`src/rtl/riscv_pkg.sv`:
```
// Shared types and constants for the RV32 pipeline.
// Fetch-queue entry layout and reset defaults live here.
package riscv_pkg;

  localparam int RV_XLEN = 32;

  localparam logic [31:0] INSTR_NOP = 32'h0000_0013;

  localparam logic [RV_XLEN-1:0] DEFAULT_RESET_PC = 32'h0000_0000;

  typedef struct packed {
    logic [31:0]        instr;
    logic [RV_XLEN-1:0] pc;
  } fetch_entry_t;

endpackage

```
`src/rtl/fetch_fifo.sv`:
```
// Small synchronous FIFO with flush; head is read straight from storage.
// Used for the fetch queue and for the outstanding-request pc tags.
module fetch_fifo #(
  parameter int WIDTH = 32,
  parameter int DEPTH = 4
) (
  input  logic                     clk,
  input  logic                     reset,
  input  logic                     flush,
  input  logic                     push,
  input  logic [WIDTH-1:0]         din,
  input  logic                     pop,
  output logic [WIDTH-1:0]         dout,
  output logic [$clog2(DEPTH):0]   count
);

  localparam int AW = $clog2(DEPTH);
  localparam int CW = AW + 1;
  localparam logic [CW-1:0] FULL = CW'(DEPTH);

  logic [WIDTH-1:0] mem [DEPTH];
  logic [AW-1:0]    wr_ptr;
  logic [AW-1:0]    rd_ptr;
  logic [CW-1:0]    cnt;
  logic             do_push;
  logic             do_pop;

  assign do_pop  = pop && (cnt != '0);
  assign do_push = push && ((cnt != FULL) || do_pop);
  assign dout    = mem[rd_ptr];
  assign count   = cnt;

  always_ff @(posedge clk or negedge reset) begin
    if (!reset) begin
      wr_ptr <= '0;
      rd_ptr <= '0;
      cnt    <= '0;
      for (int i = 0; i < DEPTH; i++) begin
        mem[i] <= '0;
      end
    end else if (flush) begin
      wr_ptr <= '0;
      rd_ptr <= '0;
      cnt    <= '0;
    end else begin
      if (do_push) begin
        mem[wr_ptr] <= din;
        wr_ptr      <= wr_ptr + AW'(1);
      end
      if (do_pop) begin
        rd_ptr <= rd_ptr + AW'(1);
      end
      unique case ({do_push, do_pop})
        2'b10:   cnt <= cnt + CW'(1);
        2'b01:   cnt <= cnt - CW'(1);
        default: cnt <= cnt;
      endcase
    end
  end

endmodule

```
`src/rtl/fetch_stage.sv`:
```
// Instruction fetch: PC, credit-limited imem requests, fetch queue.
// Define FETCH_PERF_EN to add perf_fetched/perf_killed/perf_stall.
module fetch_stage
  import riscv_pkg::*;
#(
  parameter int              XLEN     = 32,
  parameter logic [XLEN-1:0] RESET_PC = DEFAULT_RESET_PC,
  parameter int              FQ_DEPTH = 4
) (
  input  logic            clk,
  input  logic            reset,
  output logic            imem_req_valid,
  output logic [XLEN-1:0] imem_req_addr,
  input  logic            imem_req_ready,
  input  logic            imem_rsp_valid,
  input  logic [31:0]     imem_rsp_data,
  input  logic            redirect_valid,
  input  logic [XLEN-1:0] redirect_pc,
  output logic            id_valid,
  output logic [31:0]     id_instr,
  output logic [XLEN-1:0] id_pc,
`ifdef FETCH_PERF_EN
  output logic [31:0]     perf_fetched,
  output logic [31:0]     perf_killed,
  output logic [31:0]     perf_stall,
`endif
  input  logic            id_ready
);

  localparam int CW = $clog2(FQ_DEPTH) + 1;
  localparam int QW = $bits(fetch_entry_t);
  localparam logic [CW:0] DEPTH_L = (CW+1)'(FQ_DEPTH);

  logic [XLEN-1:0] pc;
  logic [CW-1:0]   kill;
  logic [CW-1:0]   outstanding;
  logic [CW-1:0]   q_count;
  logic [XLEN-1:0] tag;
  logic [QW-1:0]   q_dout;
  fetch_entry_t    q_din;
  fetch_entry_t    q_head;
  logic            credit;
  logic            fire;
  logic            drop;
  logic            q_push;
  logic            q_pop;
  logic            unused_pc_lsb;

  assign unused_pc_lsb = ^redirect_pc[1:0];

  // credit covers both in-flight requests and buffered entries
  assign credit = ({1'b0, outstanding} + {1'b0, q_count}) < DEPTH_L;

  assign imem_req_valid = reset && !redirect_valid && credit;
  assign imem_req_addr  = pc;
  assign fire           = imem_req_valid && imem_req_ready;

  assign drop   = redirect_valid || (kill != '0);
  assign q_push = imem_rsp_valid && !drop;
  assign q_din  = '{instr: imem_rsp_data, pc: tag};

  assign id_valid = q_count != '0;
  assign q_pop    = id_valid && id_ready && !redirect_valid;
  assign q_head   = fetch_entry_t'(q_dout);
  assign id_instr = q_head.instr;
  assign id_pc    = q_head.pc;

  always_ff @(posedge clk or negedge reset) begin
    if (!reset) begin
      pc   <= RESET_PC;
      kill <= '0;
    end else if (redirect_valid) begin
      pc   <= {redirect_pc[XLEN-1:2], 2'b00};
      kill <= outstanding - CW'(imem_rsp_valid);
    end else begin
      if (fire) begin
        pc <= pc + XLEN'(4);
      end
      if (imem_rsp_valid && (kill != '0)) begin
        kill <= kill - CW'(1);
      end
    end
  end

  // tags are never flushed so killed responses still retire theirs
  fetch_fifo #(
    .WIDTH (XLEN),
    .DEPTH (FQ_DEPTH)
  ) u_tag_fifo (
    .clk   (clk),
    .reset (reset),
    .flush (1'b0),
    .push  (fire),
    .din   (pc),
    .pop   (imem_rsp_valid),
    .dout  (tag),
    .count (outstanding)
  );

  fetch_fifo #(
    .WIDTH (QW),
    .DEPTH (FQ_DEPTH)
  ) u_fetch_q (
    .clk   (clk),
    .reset (reset),
    .flush (redirect_valid),
    .push  (q_push),
    .din   (q_din),
    .pop   (q_pop),
    .dout  (q_dout),
    .count (q_count)
  );

  rsp_needs_outstanding: assert property (
    @(posedge clk) disable iff (!reset)
    imem_rsp_valid |-> (outstanding != '0)
  );

`ifdef FETCH_PERF_EN
  always_ff @(posedge clk or negedge reset) begin
    if (!reset) begin
      perf_fetched <= '0;
      perf_killed  <= '0;
      perf_stall   <= '0;
    end else begin
      if (q_push) begin
        perf_fetched <= perf_fetched + 32'(1);
      end
      if (imem_rsp_valid && drop) begin
        perf_killed <= perf_killed + 32'(1);
      end
      if (id_valid && !id_ready) begin
        perf_stall <= perf_stall + 32'(1);
      end
    end
  end
`endif

endmodule

```
`config.mk`:
```
export PLATFORM = sky130hd
export DESIGN_NAME = fetch_stage
export DESIGN_NICKNAME = d
export VERILOG_FILES = /design/src/rtl/riscv_pkg.sv /design/src/rtl/fetch_fifo.sv /design/src/rtl/fetch_stage.sv
export SDC_FILE = /design/constraint.sdc
export NUM_CORES = 1
export LEC_CHECK = 0
export ABC_AREA = 1
export CAP_MARGIN = 20
export CORE_ASPECT_RATIO = 0.8
export CORE_MARGIN = 2
export CORE_UTILIZATION = 30
export DETAILED_ROUTE_END_ITERATION = 7
export GPL_TIMING_DRIVEN = 0
export HOLD_SLACK_MARGIN = 0.12
export MAX_ROUTING_LAYER = met4
export PLACE_DENSITY_LB_ADDON = 0.05
export SLEW_MARGIN = 5
export SYNTH_ARGS = -nofsm -noshare
export SYNTH_HDL_FRONTEND = slang
export SYNTH_HIERARCHICAL = 1
export SYNTH_SLANG_ARGS = --single-unit
```
`constraint.sdc`:
```
create_clock -name clk -period 5.1 [get_ports clk]
set_input_delay 1.53 -clock clk [delete_from_list [all_inputs] [get_ports clk]]
set_output_delay 1.53 -clock clk [all_outputs]
set_load 0.05 [all_outputs]
```
==> flow_metrics.tcl <==
set metrics [dict create \
    rsz0062_at_grt "false" \
    ys_seq_area_share_pct 51.6 \
    gr-total-overflow 0 \
    first_iter_violations 1416 \
    r2r_start "u_tag_fifo/count[2]$_DFFE_PN0P_" \
    synth-compound-area-share_pct 19.9 \
    yosys.area_share.xor_xnor_pct 0.335 \
    start_util_pct 30.3 \
    finalMaxSlewViolations 0 \
    reg2reg_depth 16 \
    tns_ps 0 \
    cts.htree.levels 2 \
    dr.pass1.iters 7 \
    min_period_ps 4990 \
    tightestPinTransition_ps 930 \
    clkTransAtPathRegs_ps 60 \
    post_cts_buffers 0 \
    drcViolationCount 0 \
    yosys_warnings 6 \
    vias_per_cell 4.90 \
    criticalPathCategory "reg -> out" \
    avgSynthCellArea_um2 8.68 \
    timing.fmax_ghz 0.200 \
    dieHeight_um 240 \
    synth_fa_ha_area_share_pct 1.09 \
    critPathRequiredTime_ps 3570 \
    die_w_um 299 \
    r2r_end "u_tag_fifo/count[2]$_DFFE_PN0P_" \
    gr-usage-all-layers_pct 20.4 \
    reg2reg_slack_ps 2200 \
    crit_fanout 10 \
    drt_wl_total_um 70900 \
    place.gp.congestion 0.816 \
    setup_viol 0 \
    hold_ws_ps 476 \
    ir_drop_mv 0.234 \
    ant_nets 0 \
    cts_tree "built" \
    layout.nets 2722 \
    end_kind "output pin" \
    core_mm2 0.0690 \
    grt_start_max_net_pins 108 \
    grt_pass1_wl_um 109000 \
    whs_path_depth 2 \
    first_global_vias 17200 \
    nFillCells 7030 \
    ctsRootBufferMaster "clkbuf_16" \
    layout.cells.non_filler 3597 \
    synth_edf_count 0 \
    cts_buffers 50 \
    boundaryPins 168 \
    netlist_area_mm2 0.0209 \
    hold_class "reg -> reg" \
    antenna_found_initial 3 \
    drv_cap 0 \
    vias 17600 \
    syn_inst 2410 \
    synth_simple_gate_area_share_pct 18.2 \
    fin_skew_ps 21.7 \
    synth-seq-cells 431 \
    critPathLaunchType "flip-flop" \
    die_area_mm2 0.0718 \
    power_density_mw_per_mm2 495 \
    hold_violations 0 \
    detail_route.wl_per_cell_um 19.7 \
    cts.sinks 431 \
    areaGrowthSynthToFinish_pct 21.8 \
    dp.cells 3507 \
    power.total_mw 12.6 \
    hold_buffers 0 \
    cts_buffer_depth 3 \
    synth_top_family_by_area "compound AO/OA/AOI/OAI gates" \
    status "finished, final reports clean" \
    synth.distinct_cells 33 \
    worstSkewPairLatency_ps 590 \
    drive_gt1_share_pct 13.7 \
    async_reset_ff_share_pct 100 \
    power_leakage_nw 11.9 \
    dpl.hpwl_um 47900 \
    hold_end "u_tag_fifo/mem[67]$_DFFE_PN0P_" \
    synth.area.mux_share_pct 0 \
    finalCritPeriodShare_pct 97.8 \
    rows 86 \
    min-delay-start "u_tag_fifo/mem[67]$_DFFE_PN0P_" \
    cp.arrival_ps 3460 \
    synth-main-ff-cell "dfrtp_1" \
    relSlewSlack_pct 38.0 \
    port-buffer-count 163 \
]
[logic make-up (layout without fill, tap and decap cells)]
group,after synthesis,after routing
simple gates,932,932
compound gates,699,699
flops,431,431
buf+inv,322,578
fa+ha+maj,17,17
xor+xnor,8,8
other cells,1,8
[sequential cells by signal, summed over array words and instances (netlist names), 3 cells and up]
name / cells
imem_req_addr: 30
u_fetch_q/count: 3
u_tag_fifo/mem: 128
u_tag_fifo/count: 3
u_fetch_q/mem: 256
kill: 3
[worst max path at each step]
stage,startpoint,endpoint,depth (start not counted)
floorplan,redirect_valid,imem_req_valid,3
global placement,reset,u_fetch_q/mem[230]$_DFFE_PN0P_,1
detailed placement,redirect_valid,imem_req_valid,5
CTS,u_fetch_q/rd_ptr[0]$_DFFE_PN0P_,id_pc[22],7
global route,u_fetch_q/rd_ptr[0]$_DFFE_PN0P_,id_instr[4],7
finish,u_fetch_q/rd_ptr[0]$_DFFE_PN0P_,id_pc[15],7
[cell usage after synthesis, types with 4 or more instances]
master    count  area share (%)
a21oi_1       6            0.14
nand3_1      81             1.9
ha_1         15            0.90
o21ai_2     142             5.9
xnor2_1       5            0.21
nor2_4        5            0.27
o21bai_1      7            0.25
nand2_2       4            0.12
buf_4         9            0.32
nor2_1      234             4.2
o22ai_1      96             2.9
o21ai_1     231             5.5
o21ai_0     216             5.2
buf_6        77             4.1
nand2_1     579              10
clkbuf_1     49            0.88
nand4_1       6            0.18
dfrtp_1     431              52
inv_1       166             3.0
buf_2        19            0.45
nor2_2        5            0.15
nand2_4      10            0.54
[repair_timing]
| action | in CTS | in global routing |
|---|---|---|
| gates resized for setup | 10 | 13 |
| endpoints found under the setup margin | 9 | 18 |
| cloned | 0 | 0 |
[cell usage in the layout, fill, tap and decap left out, types with 6 or more instances in the layout]
cell type,instances
a21oi_1,6
buf_2,19
buf_4,9
buf_6,77
clkbuf_1,56
clkbuf_16,51
clkbuf_8,17
clkdlybuf4s50_1,148
clkinv_2,6
conb_1,7
dfrtp_1,431
dlygate4sd2_1,9
ha_1,15
inv_1,166
nand2_1,579
nand2_4,10
nand3_1,81
nand4_1,6
nor2_1,234
o21ai_0,216
o21ai_1,231
o21ai_2,142
o21bai_1,7
o22ai_1,96
[metrics by stage]
step                setup slack (ps)  cell area, µm²  util [%]
finish                           111           25500      36.9
global route                    8.65           25500      36.9
CTS                             28.4           25500      36.9
detailed placement              -356           23800      34.6
global placement              -17930           23700      34.4
floorplan                       1400           20900         -
[power breakdown]
part	total, mW	leakage [nW]	switching [mW]	internal, mW
Sequential	4.42	5.83	0.425	4.00
Clock	3.59	0.812	1.47	2.12
Combinational	4.60	5.29	3.18	1.41
[worst max-delay path: stages (launching register included)]
cell and delay, ps:
dfrtp_1 460, buf_2 260, inv_1 110, buf_2 300, buf_2 360, nor2_1 70
o22ai_1 390, clkdlybuf4s50_1 900
[per-layer routing]
metal,GRT usage [%],routed length [µm],vias up
met5,-,0,-
met4,4.71,1380,0
met3,2.56,3290,88
met2,28.9,30200,388
met1,30.8,36100,8728
li1,-,-,8406
[area by class of cell]
class                           instances  area, µm²  share of cell area [%]
Antenna cell                            1       2.50                 0.00982
Buffer                                154       1220                    4.79
Clock buffer                           80       1560                    6.10
Clock inverter                          9       77.6                   0.304
Inverter                              168        631                    2.48
Multi-Input combinational cell       1663       8300                    32.6
Sequential cell                       431      10800                    42.3
Tap cell                              924       1160                    4.54
Timing Repair Buffer                  167       1750                    6.86
(Power assumes the default switching activity.)
